[src/rtl/wb_pkg.sv]
// Shared definitions for the Wishbone classic-cycle master.
//   - wb_state_e   : master FSM state encoding (code 2'd3 is unused and
//                    recovers to IDLE inside the FSM).
//   - WB_*_DEFAULT : default data/address widths and timeout depth.
//   - wb_cnt_width : width of the timeout down-counter for a given depth.
package wb_pkg;

    localparam int unsigned WB_DW_DEFAULT      = 8;
    localparam int unsigned WB_AW_DEFAULT      = 16;
    localparam int unsigned WB_TIMEOUT_DEFAULT = 15;

    typedef enum logic [1:0] {
        ST_IDLE = 2'd0,
        ST_BUS  = 2'd1,
        ST_DONE = 2'd2
    } wb_state_e;

    // Enough bits to hold the value `timeout`, never less than one bit.
    function automatic int unsigned wb_cnt_width(input int unsigned timeout);
        int unsigned w;
        w = $clog2(timeout + 1);
        return (w == 0) ? 1 : w;
    endfunction

endpackage

[src/rtl/wb_timeout_counter.sv]
// Bus-cycle watchdog for the Wishbone master.
//   clk_i, rst_i : clock, asynchronous active-high reset
//   load         : preload the counter with TIMEOUT (cycle start)
//   en           : count down by one (stops at zero, never wraps)
//   expired      : counter has reached zero; constant 0 when TIMEOUT == 0
module wb_timeout_counter
    import wb_pkg::*;
#(
    parameter int unsigned TIMEOUT = WB_TIMEOUT_DEFAULT
) (
    input  logic clk_i,
    input  logic rst_i,
    input  logic load,
    input  logic en,
    output logic expired
);

    localparam int unsigned    CW       = wb_cnt_width(TIMEOUT);
    localparam logic [CW-1:0]  LOAD_VAL = CW'(TIMEOUT);

    logic [CW-1:0] cnt_q;
    logic [CW-1:0] cnt_d;

    always_comb begin
        cnt_d = cnt_q;
        if (load) begin
            cnt_d = LOAD_VAL;
        end else if (en && (cnt_q != '0)) begin
            cnt_d = cnt_q - CW'(1);
        end
    end

    always_ff @(posedge clk_i or posedge rst_i) begin
        if (rst_i) begin
            cnt_q <= '0;
        end else begin
            cnt_q <= cnt_d;
        end
    end

    // A zero depth means "wait forever", so the comparison folds away.
    assign expired = (TIMEOUT != 0) && (cnt_q == '0);

endmodule

[src/rtl/wb_master_ctrl.sv]
// Registered Wishbone classic-cycle master bridging a CPU memory port.
// Captures one CPU request in IDLE, runs a single STB/CYC cycle in BUS,
// spends one DONE cycle after termination, then returns to IDLE.
//   clk_i, rst_i     : clock, asynchronous active-high reset
//   ack_i, err_i     : slave acknowledge / error termination
//   dat_i            : slave read data
//   dat_o, adr_o     : registered write data / address
//   we_o, stb_o      : registered write enable / strobe
//   cyc_o            : cycle, identical to stb_o
//   cpu_rd, cpu_wr   : CPU read / write request (both set => write)
//   cpu_dir          : CPU address
//   cpu_data_i       : CPU write data
//   enable_wishbone  : address decode hit qualifying cpu_rd / cpu_wr
//   cpu_data_o       : last successfully read data, registered
//   cpu_wait         : combinational CPU stall
//   cpu_err          : one-cycle pulse on error or timeout termination
module wb_master_ctrl
    import wb_pkg::*;
#(
    parameter int unsigned DW      = WB_DW_DEFAULT,
    parameter int unsigned AW      = WB_AW_DEFAULT,
    parameter int unsigned TIMEOUT = WB_TIMEOUT_DEFAULT
) (
    input  logic          clk_i,
    input  logic          rst_i,
    input  logic          ack_i,
    input  logic          err_i,
    input  logic [DW-1:0] dat_i,
    output logic [DW-1:0] dat_o,
    output logic [AW-1:0] adr_o,
    output logic          we_o,
    output logic          stb_o,
    output logic          cyc_o,
    input  logic          cpu_rd,
    input  logic          cpu_wr,
    input  logic [AW-1:0] cpu_dir,
    input  logic [DW-1:0] cpu_data_i,
    input  logic          enable_wishbone,
    output logic [DW-1:0] cpu_data_o,
    output logic          cpu_wait,
    output logic          cpu_err
);

    wb_state_e     state_q, state_d;
    logic [AW-1:0] adr_q, adr_d;
    logic [DW-1:0] dat_q, dat_d;
    logic          we_q, we_d;
    logic          stb_q, stb_d;
    logic [DW-1:0] cpu_data_q, cpu_data_d;
    logic          cpu_err_q, cpu_err_d;

    logic req;
    logic cnt_load;
    logic cnt_en;
    logic expired;

    assign req = enable_wishbone & (cpu_rd | cpu_wr);

    wb_timeout_counter #(
        .TIMEOUT (TIMEOUT)
    ) u_timeout (
        .clk_i   (clk_i),
        .rst_i   (rst_i),
        .load    (cnt_load),
        .en      (cnt_en),
        .expired (expired)
    );

    always_comb begin
        state_d    = state_q;
        adr_d      = adr_q;
        dat_d      = dat_q;
        we_d       = we_q;
        stb_d      = stb_q;
        cpu_data_d = cpu_data_q;
        cpu_err_d  = 1'b0;
        cnt_load   = 1'b0;
        cnt_en     = 1'b0;

        unique case (state_q)
            ST_IDLE: begin
                if (req) begin
                    adr_d    = cpu_dir;
                    dat_d    = cpu_data_i;
                    we_d     = cpu_wr;
                    stb_d    = 1'b1;
                    cnt_load = 1'b1;
                    state_d  = ST_BUS;
                end
            end
            ST_BUS: begin
                // err beats ack beats timeout; ack on the expiry cycle succeeds.
                if (err_i) begin
                    stb_d     = 1'b0;
                    cpu_err_d = 1'b1;
                    state_d   = ST_DONE;
                end else if (ack_i) begin
                    stb_d   = 1'b0;
                    if (!we_q) begin
                        cpu_data_d = dat_i;
                    end
                    state_d = ST_DONE;
                end else if (expired) begin
                    stb_d     = 1'b0;
                    cpu_err_d = 1'b1;
                    state_d   = ST_DONE;
                end else begin
                    cnt_en = 1'b1;
                end
            end
            ST_DONE: begin
                state_d = ST_IDLE;
            end
            default: begin
                stb_d   = 1'b0;
                state_d = ST_IDLE;
            end
        endcase
    end

    always_ff @(posedge clk_i or posedge rst_i) begin
        if (rst_i) begin
            state_q    <= ST_IDLE;
            adr_q      <= '0;
            dat_q      <= '0;
            we_q       <= 1'b0;
            stb_q      <= 1'b0;
            cpu_data_q <= '0;
            cpu_err_q  <= 1'b0;
        end else begin
            state_q    <= state_d;
            adr_q      <= adr_d;
            dat_q      <= dat_d;
            we_q       <= we_d;
            stb_q      <= stb_d;
            cpu_data_q <= cpu_data_d;
            cpu_err_q  <= cpu_err_d;
        end
    end

    // Reset gates the stall so a CPU still holding its request during reset
    // is released immediately rather than after the reset is removed.
    always_comb begin
        cpu_wait = ~rst_i & (((state_q == ST_IDLE) & req) | (state_q == ST_BUS));
    end

    assign dat_o      = dat_q;
    assign adr_o      = adr_q;
    assign we_o       = we_q;
    assign stb_o      = stb_q;
    assign cyc_o      = stb_q;
    assign cpu_data_o = cpu_data_q;
    assign cpu_err    = cpu_err_q;

endmodule

[config.mk]
export PLATFORM = sky130hd
export DESIGN_NAME = wb_master_ctrl
export DESIGN_NICKNAME = d
export VERILOG_FILES = /design/src/rtl/wb_pkg.sv /design/src/rtl/wb_timeout_counter.sv /design/src/rtl/wb_master_ctrl.sv
export SDC_FILE = /design/constraint.sdc
export NUM_CORES = 1
export LEC_CHECK = 0
export CELL_PAD_IN_SITES_DETAIL_PLACEMENT = 1
export CELL_PAD_IN_SITES_GLOBAL_PLACEMENT = 1
export CORE_MARGIN = 5
export CORE_UTILIZATION = 30
export DETAILED_ROUTE_END_ITERATION = 10
export GPL_TIMING_DRIVEN = 0
export MAX_ROUTING_LAYER = met4
export PLACE_DENSITY = 0.86
export SLEW_MARGIN = 0
export SYNTH_ARGS = -nofsm -noshare
export SYNTH_HDL_FRONTEND = slang
export SYNTH_SLANG_ARGS = --single-unit
[constraint.sdc]
create_clock -name clk_i -period 2.1 [get_ports clk_i]
set_input_delay 0.21 -clock clk_i [delete_from_list [all_inputs] [get_ports clk_i]]
set_output_delay 0.21 -clock clk_i [all_outputs]
set_load 0.02 [all_outputs]
# [Word-level counts from Yosys, hierarchy flattened]
# Index checks and enable logic that the tools add are counted.
[word_totals] register_bits=41 input_bits=39 output_inout_bits=37 elab_cells=53
[classes] n_addsub=1 n_eq_ne=4 muxes=22 bitwise=9 n_reduce_logical=9
[op_table] op="$mux W1" count=14
[op_table] op="$mux W2" count=4
[op_table] op="$mux W4" count=2
[op_table] op="$logic_not A4 Y1" count=1
[op_table] op="$ne A4 B4 Y1 const B" count=1
[op_table] op="$not A1 Y1" count=4
[op_table] op="$pmux W2 S2" count=1
[op_table] op="$reduce_and A2 Y1" count=2
[op_table] op="$reduce_and A4 Y1" count=1
[op_table] op="$reduce_bool A4 Y1" count=1
[op_table] op="$sub A4 B1 Y4 const B" count=1
[op_table] op="$and A1 B1 Y1" count=3
[op_table] op="$pmux W1 S3" count=1
[op_table] op="$reduce_and A3 Y1" count=1
[op_table] op="$eq A2 B1 Y1 const B" count=1
[op_table] op="$eq A2 B2 Y1 const B" count=1
[op_table] op="$logic_not A2 Y1" count=1
[op_table] op="$ne A2 B2 Y1 const B" count=1
[op_table] op="$or A1 B1 Y1" count=2
[op_table] op="$reduce_bool A2 Y1" count=1
[op_table] op="$logic_and A1 B1 Y1" count=1

# [Depth between registers and ports, before layout]
[logic_depth] word_depth=8 mapped_depth=5 depth_no_buf=5

# [By module]
# Synthesis repeated with hierarchy kept, for this count alone.
[unflattened] hier_cells=111 hier_area_um2=1657.8
[modules_own_cells] module="wb_master_ctrl" instances=1 cells_each=89 area_each_um2=1435.1 seq_area_each_um2=925.9
[modules_own_cells] module="wb_timeout_counter" instances=1 cells_each=22 area_each_um2=222.7 seq_area_each_um2=100.1

# [Worst setup path before layout]
# OpenSTA, ideal clock, no wires.
[synth_timing] kind="reg-to-reg" start="register state_q[0]" end="register adr_q[0] (netlist: adr_o[0])" arrival_time_ps=1349 required_time_ps=1975 slack_ps=626 stages_incl_launch_ff=6 path_buffers=2 synth_period_minus_slack_ps=1474 cell_sequence="dfrtp_1 -> nor2_1 -> o211a_1 -> buf_2 -> buf_4 -> mux2_2"
[synth_between] elab_chain_cells=2
[synth_rtl] element="start: declaration" line="wb_master_ctrl.sv:44" text="wb_state_e state_q, state_d;"
[synth_rtl] element="start signal: assignment" line="wb_master_ctrl.sv:131" text="state_q <= state_d;"
[synth_rtl] element="$logic_not A2 Y1" line="wb_master_ctrl.sv:80" text="unique case (state_q)"
[synth_rtl] element="$reduce_and A2 Y1 (no line)"
[synth_rtl] element="end signal: assignment" line="wb_master_ctrl.sv:132" text="adr_q <= adr_d;"
[synth_rtl] element="end: declaration" line="wb_master_ctrl.sv:45" text="logic [AW-1:0] adr_q, adr_d;"
# No other way between the ends.
# A chain may end at the register's enable or synchronous reset.

# [Final worst setup path]
[layout_timing] start="register state_q[0]" end="output cpu_wait"
[layout_between] elab_chain_cells=4
[layout_rtl] element="$logic_not A2 Y1" line="wb_master_ctrl.sv:144" text="cpu_wait = ~rst_i & (((state_q == ST_IDLE) & req) | (state_q == ST_BUS));"
[layout_rtl] element="$and A1 B1 Y1" line="wb_master_ctrl.sv:144"
[layout_rtl] element="$or A1 B1 Y1 (*)" line="wb_master_ctrl.sv:144"
[layout_rtl] element="$and A1 B1 Y1 (*)" line="wb_master_ctrl.sv:144"
[layout_rtl] element="end: declaration" line="wb_master_ctrl.sv:40" text="output logic cpu_wait,"
# Mark *: on every way between the ends. The rest lies on a longest branch, timed or not.

==> impl.org <==
** Logic synthesis
- Part of the Yosys area used for sequential elements :: a little over 60%
- Averaged over all synthesized cells, the footprint is 14.87 um2.
- Synthesized netlist net count :: about 150
- Main area contributors after synthesis :: sky130_fd_sc_hd__dfrtp_1 62%, sky130_fd_sc_hd__mux2_2 23%, sky130_fd_sc_hd__buf_4 1.4%
- Gate Count Post-Synth :: ~110
- Synthesis inferred 41 register bits.
- Of all cell types, the one taking the most synthesized area is sky130_fd_sc_hd__dfrtp_1.
- Number of synthesis warnings :: 0
- Portion of synthesized cell area occupied by the leading cell type :: ~62%
- The netlist uses 25 different library cells.
- Post-Syn Area :: approximately 1700 um2

** Clocking
- TritonCTS built the clock tree.
- TritonCTS Sinks :: 41
- Number of buffers on the longest clock path :: 2
- In this run, CTS created clock tree buffers numbering 5.
- For the worst-skew pair, the clock arrives at the later sink with an insertion delay of 290 ps.
- Root buf cell :: sky130_fd_sc_hd__clkbuf_8
- H-Tree Level Count :: 2
- Clock transition time at the flip-flop clock pins of the worst setup and hold paths :: around 80 ps

** Global route
- Number of global-route vias before repair :: approximately 1500
- Tot GR Track Use :: between 10% and 20%
- Grt ovf :: 0
- The number of antenna violations at the first check in global routing came to 0.
- Pin count of the biggest net entering global routing :: 42
- First-pass GRT wire length :: around 7600 um

** Run status
- The run finished with clean final reports.

** Pwr
- For this design the static power due to leakage is 0.001082 uW.
- Pwr/cell area :: 1284 nW/um2
- Total Power Consumption :: around 3400 uW
- VDD IR max :: ~0.73 mV

** Die
- Area of the core region :: roughly 5400 um2
- The die covers between 7000 and 8000 um2.
- The floorplan has 27 rows.
- From left edge to right edge, the die measures approximately 84 um.
- Initial core utilization :: a little over 30%
- Die Y-Extent :: between 80 and 90 um
- 76 I/O pins were placed.

** STA
- Final slew viol count :: 0
- For the final database, setup skew stands at between 2 and 3 ps.
- The worst path uses between 90% and 100% of the clock period.
- Remaining max-slew budget at the tightest pin :: between 40 and 50%
- Setup repair after global routing missed its margin :: no
- Final setup violation count :: 0
- Transition time at the pin with the least slew margin :: 877.2 ps
- The final hold violation count came to 0.
- Derived from the worst setup path, the maximum achievable clock frequency is a little over 500 MHz.
- The clock period could shrink to roughly 1900 ps.
- After routing, the total negative slack on setup checks comes to 0 ps.

** Setup path
- The worst setup path is of the flop to output pin kind.
- At the worst endpoint, the required time is 1890 ps.
- Slowest cell on the critical path :: sky130_fd_sc_hd__dfrtp_1
- The number of buffers and inverters on the critical path is 1.
- List of cells traversed by the critical path :: nor2_1, o211ai_1, a21oi_1, dlygate4sd2_1
- Crit. End Element :: output pin
- Critical Path Start Type :: flop
- CP peak stage delay :: 420 ps
- In this run the worst path has a maximum fanout of 5.
- Arrival time of data at the critical path endpoint :: 1730 ps
- The kind of cell with the highest combined delay along the critical path is compound AO/OA/AOI/OAI gates.

** Detailed routing
- Total number of vias :: roughly 1200
- Detailed Route Iter0 Violations :: between 40 and 50
- Average detailed-routed wire length per instance :: 17.10 um
- After detailed routing, the total wire length is roughly 4600 um.
- First-pass iteration count of the detailed router :: 4
- After detailed routing, the number of remaining DRC violations is 0.
- Final ANT Viol Nets :: 0
- In the routed layout, each cell is associated on average with a via count of 4.629.

** Layout
- Leaving out fill and tap cells, the most frequent cell in the layout is sky130_fd_sc_hd__clkdlybuf4s50_1.
- For this run, the post-layout net count is between 200 and 250.
- Commonest cells after routing, fill and taps aside :: 74 x sky130_fd_sc_hd__clkdlybuf4s50_1, 41 x sky130_fd_sc_hd__dfrtp_1, 33 x sky130_fd_sc_hd__mux2_2
- Of the cells placed in the final design, the portion with a size suffix greater than 1 is around 26%.
- With fillers left out, the area of the finished cells amounts to around 2600 um2.
- From synthesis to final layout, the design area changed by 58.38%.
- 0 antenna diodes ended up in the layout.

** Place
- At the end of routability-driven placement, the weighted congestion stood at ~0.74.
- Once placement finished, the instance area stood at 2491 um2.
- Final HPWL from detailed placement :: roughly 3500 um
- IO Port Bufs :: 75

** Flow run
- The tool flagged a number of max-cap violations equal to 0.

** Worst hold path
- The path class of the tightest hold or removal check is input port to async pin.
kinds of logic (layout without fill, tap and decap cells):
kind of cell | after synthesis | after routing | synth area share [%]
fa+ha+maj | 1 | 1 | 0.7580
buf+inv | 8 | 92 | 2.577
mux | 33 | 33 | 22.52
simple gates | 15 | 15 | 6.900
compound gates | 13 | 13 | 5.080
flops | 41 | 41 | 62.17
state kept, by name, indices dropped and copies added (netlist names):
name,cells
we_o,1
u_timeout.cnt_q,4
cpu_data_o,8
cpu_err,1
dat_o,8
cyc_o,1
state_q,2
adr_o,16
stage by stage:
step / hold slack [ps] / std cells / setup slack [ps] / util [%]
global route: 513.5 / 267 / 3.533 / 48.06
floorplan: 336.6 / 111 / 626.4 / -
finish: 458.3 / 267 / 160.7 / 48.06
detailed placement: 497.9 / 258 / 59.53 / 45.80
CTS: 487.8 / 266 / 95.38 / 47.92
global placement: 488.9 / 258 / -33.44 / 45.80
synthesized netlist by cell type:
library cell                count
sky130_fd_sc_hd__nand2_1        3
sky130_fd_sc_hd__nor3b_1        1
sky130_fd_sc_hd__inv_1          3
sky130_fd_sc_hd__o211a_1        1
sky130_fd_sc_hd__or4b_1         1
sky130_fd_sc_hd__nor4_4         1
sky130_fd_sc_hd__ha_1           1
sky130_fd_sc_hd__dfrtp_1       41
sky130_fd_sc_hd__and4b_1        1
sky130_fd_sc_hd__nor3_1         2
sky130_fd_sc_hd__inv_2          1
sky130_fd_sc_hd__nor4b_2        1
sky130_fd_sc_hd__mux2_2        33
sky130_fd_sc_hd__nor2_1         2
sky130_fd_sc_hd__buf_4          3
sky130_fd_sc_hd__o21ai_0        3
sky130_fd_sc_hd__a21oi_1        4
sky130_fd_sc_hd__a2bb2oi_1      1
sky130_fd_sc_hd__and3_1         1
sky130_fd_sc_hd__o211ai_1       2
sky130_fd_sc_hd__nand2b_1       1
sky130_fd_sc_hd__buf_2          1
sky130_fd_sc_hd__or3b_2         1
sky130_fd_sc_hd__a211o_1        1
sky130_fd_sc_hd__a31oi_1        1
metal layers:
metal	part of all wire (%)	vias up	global-route usage [%]
met5	0	-	-
met4	3.0	0	6.579
met3	9.4	13	6.968
met2	51	53	24.46
met1	36	607	13.78
li1	-	563	-
final timing paths:
kind | start | slack, ps | to | depth (start not counted)
min in group clk_i | cpu_data_o[4] | 510 | cpu_data_o[4] | 1
worst min register to register | cpu_data_o[4] | 510 | cpu_data_o[4] | 1
max in group asynchronous | rst_i | 1100 | dat_o[6] | 2
worst max-delay path | state_q[0] | 160 | cpu_wait | 4
worst max register to register | state_q[0] | 370 | dat_o[3] | 5
worst min-delay path | rst_i | 460 | cpu_data_o[3] | 2
power breakdown:
part           switching [uW]  internal [uW]
clock                     265            387
sequential                163           1080
combinational             674            789
area by class of cell:
class / count / area (um2)
inverter: 4 / 15.01
multi-input combinational: 62 / 581.8
fill: 550 / 2825
clock buffer: 7 / 86.33
timing repair buffer: 76 / 757.0
tap: 72 / 90.09
buffer: 4 / 27.53
clock inverter: 1 / 30.03
sequential: 41 / 1026
what timing repair did:
action,CTS,global route
setup buffers,0,1
pin swaps,0,1
hold buffers,0,0
gates resized for setup,1,0
setup endpoints to repair,1,1
gates cloned,0,0
Power figures use the tool's default switching activity.
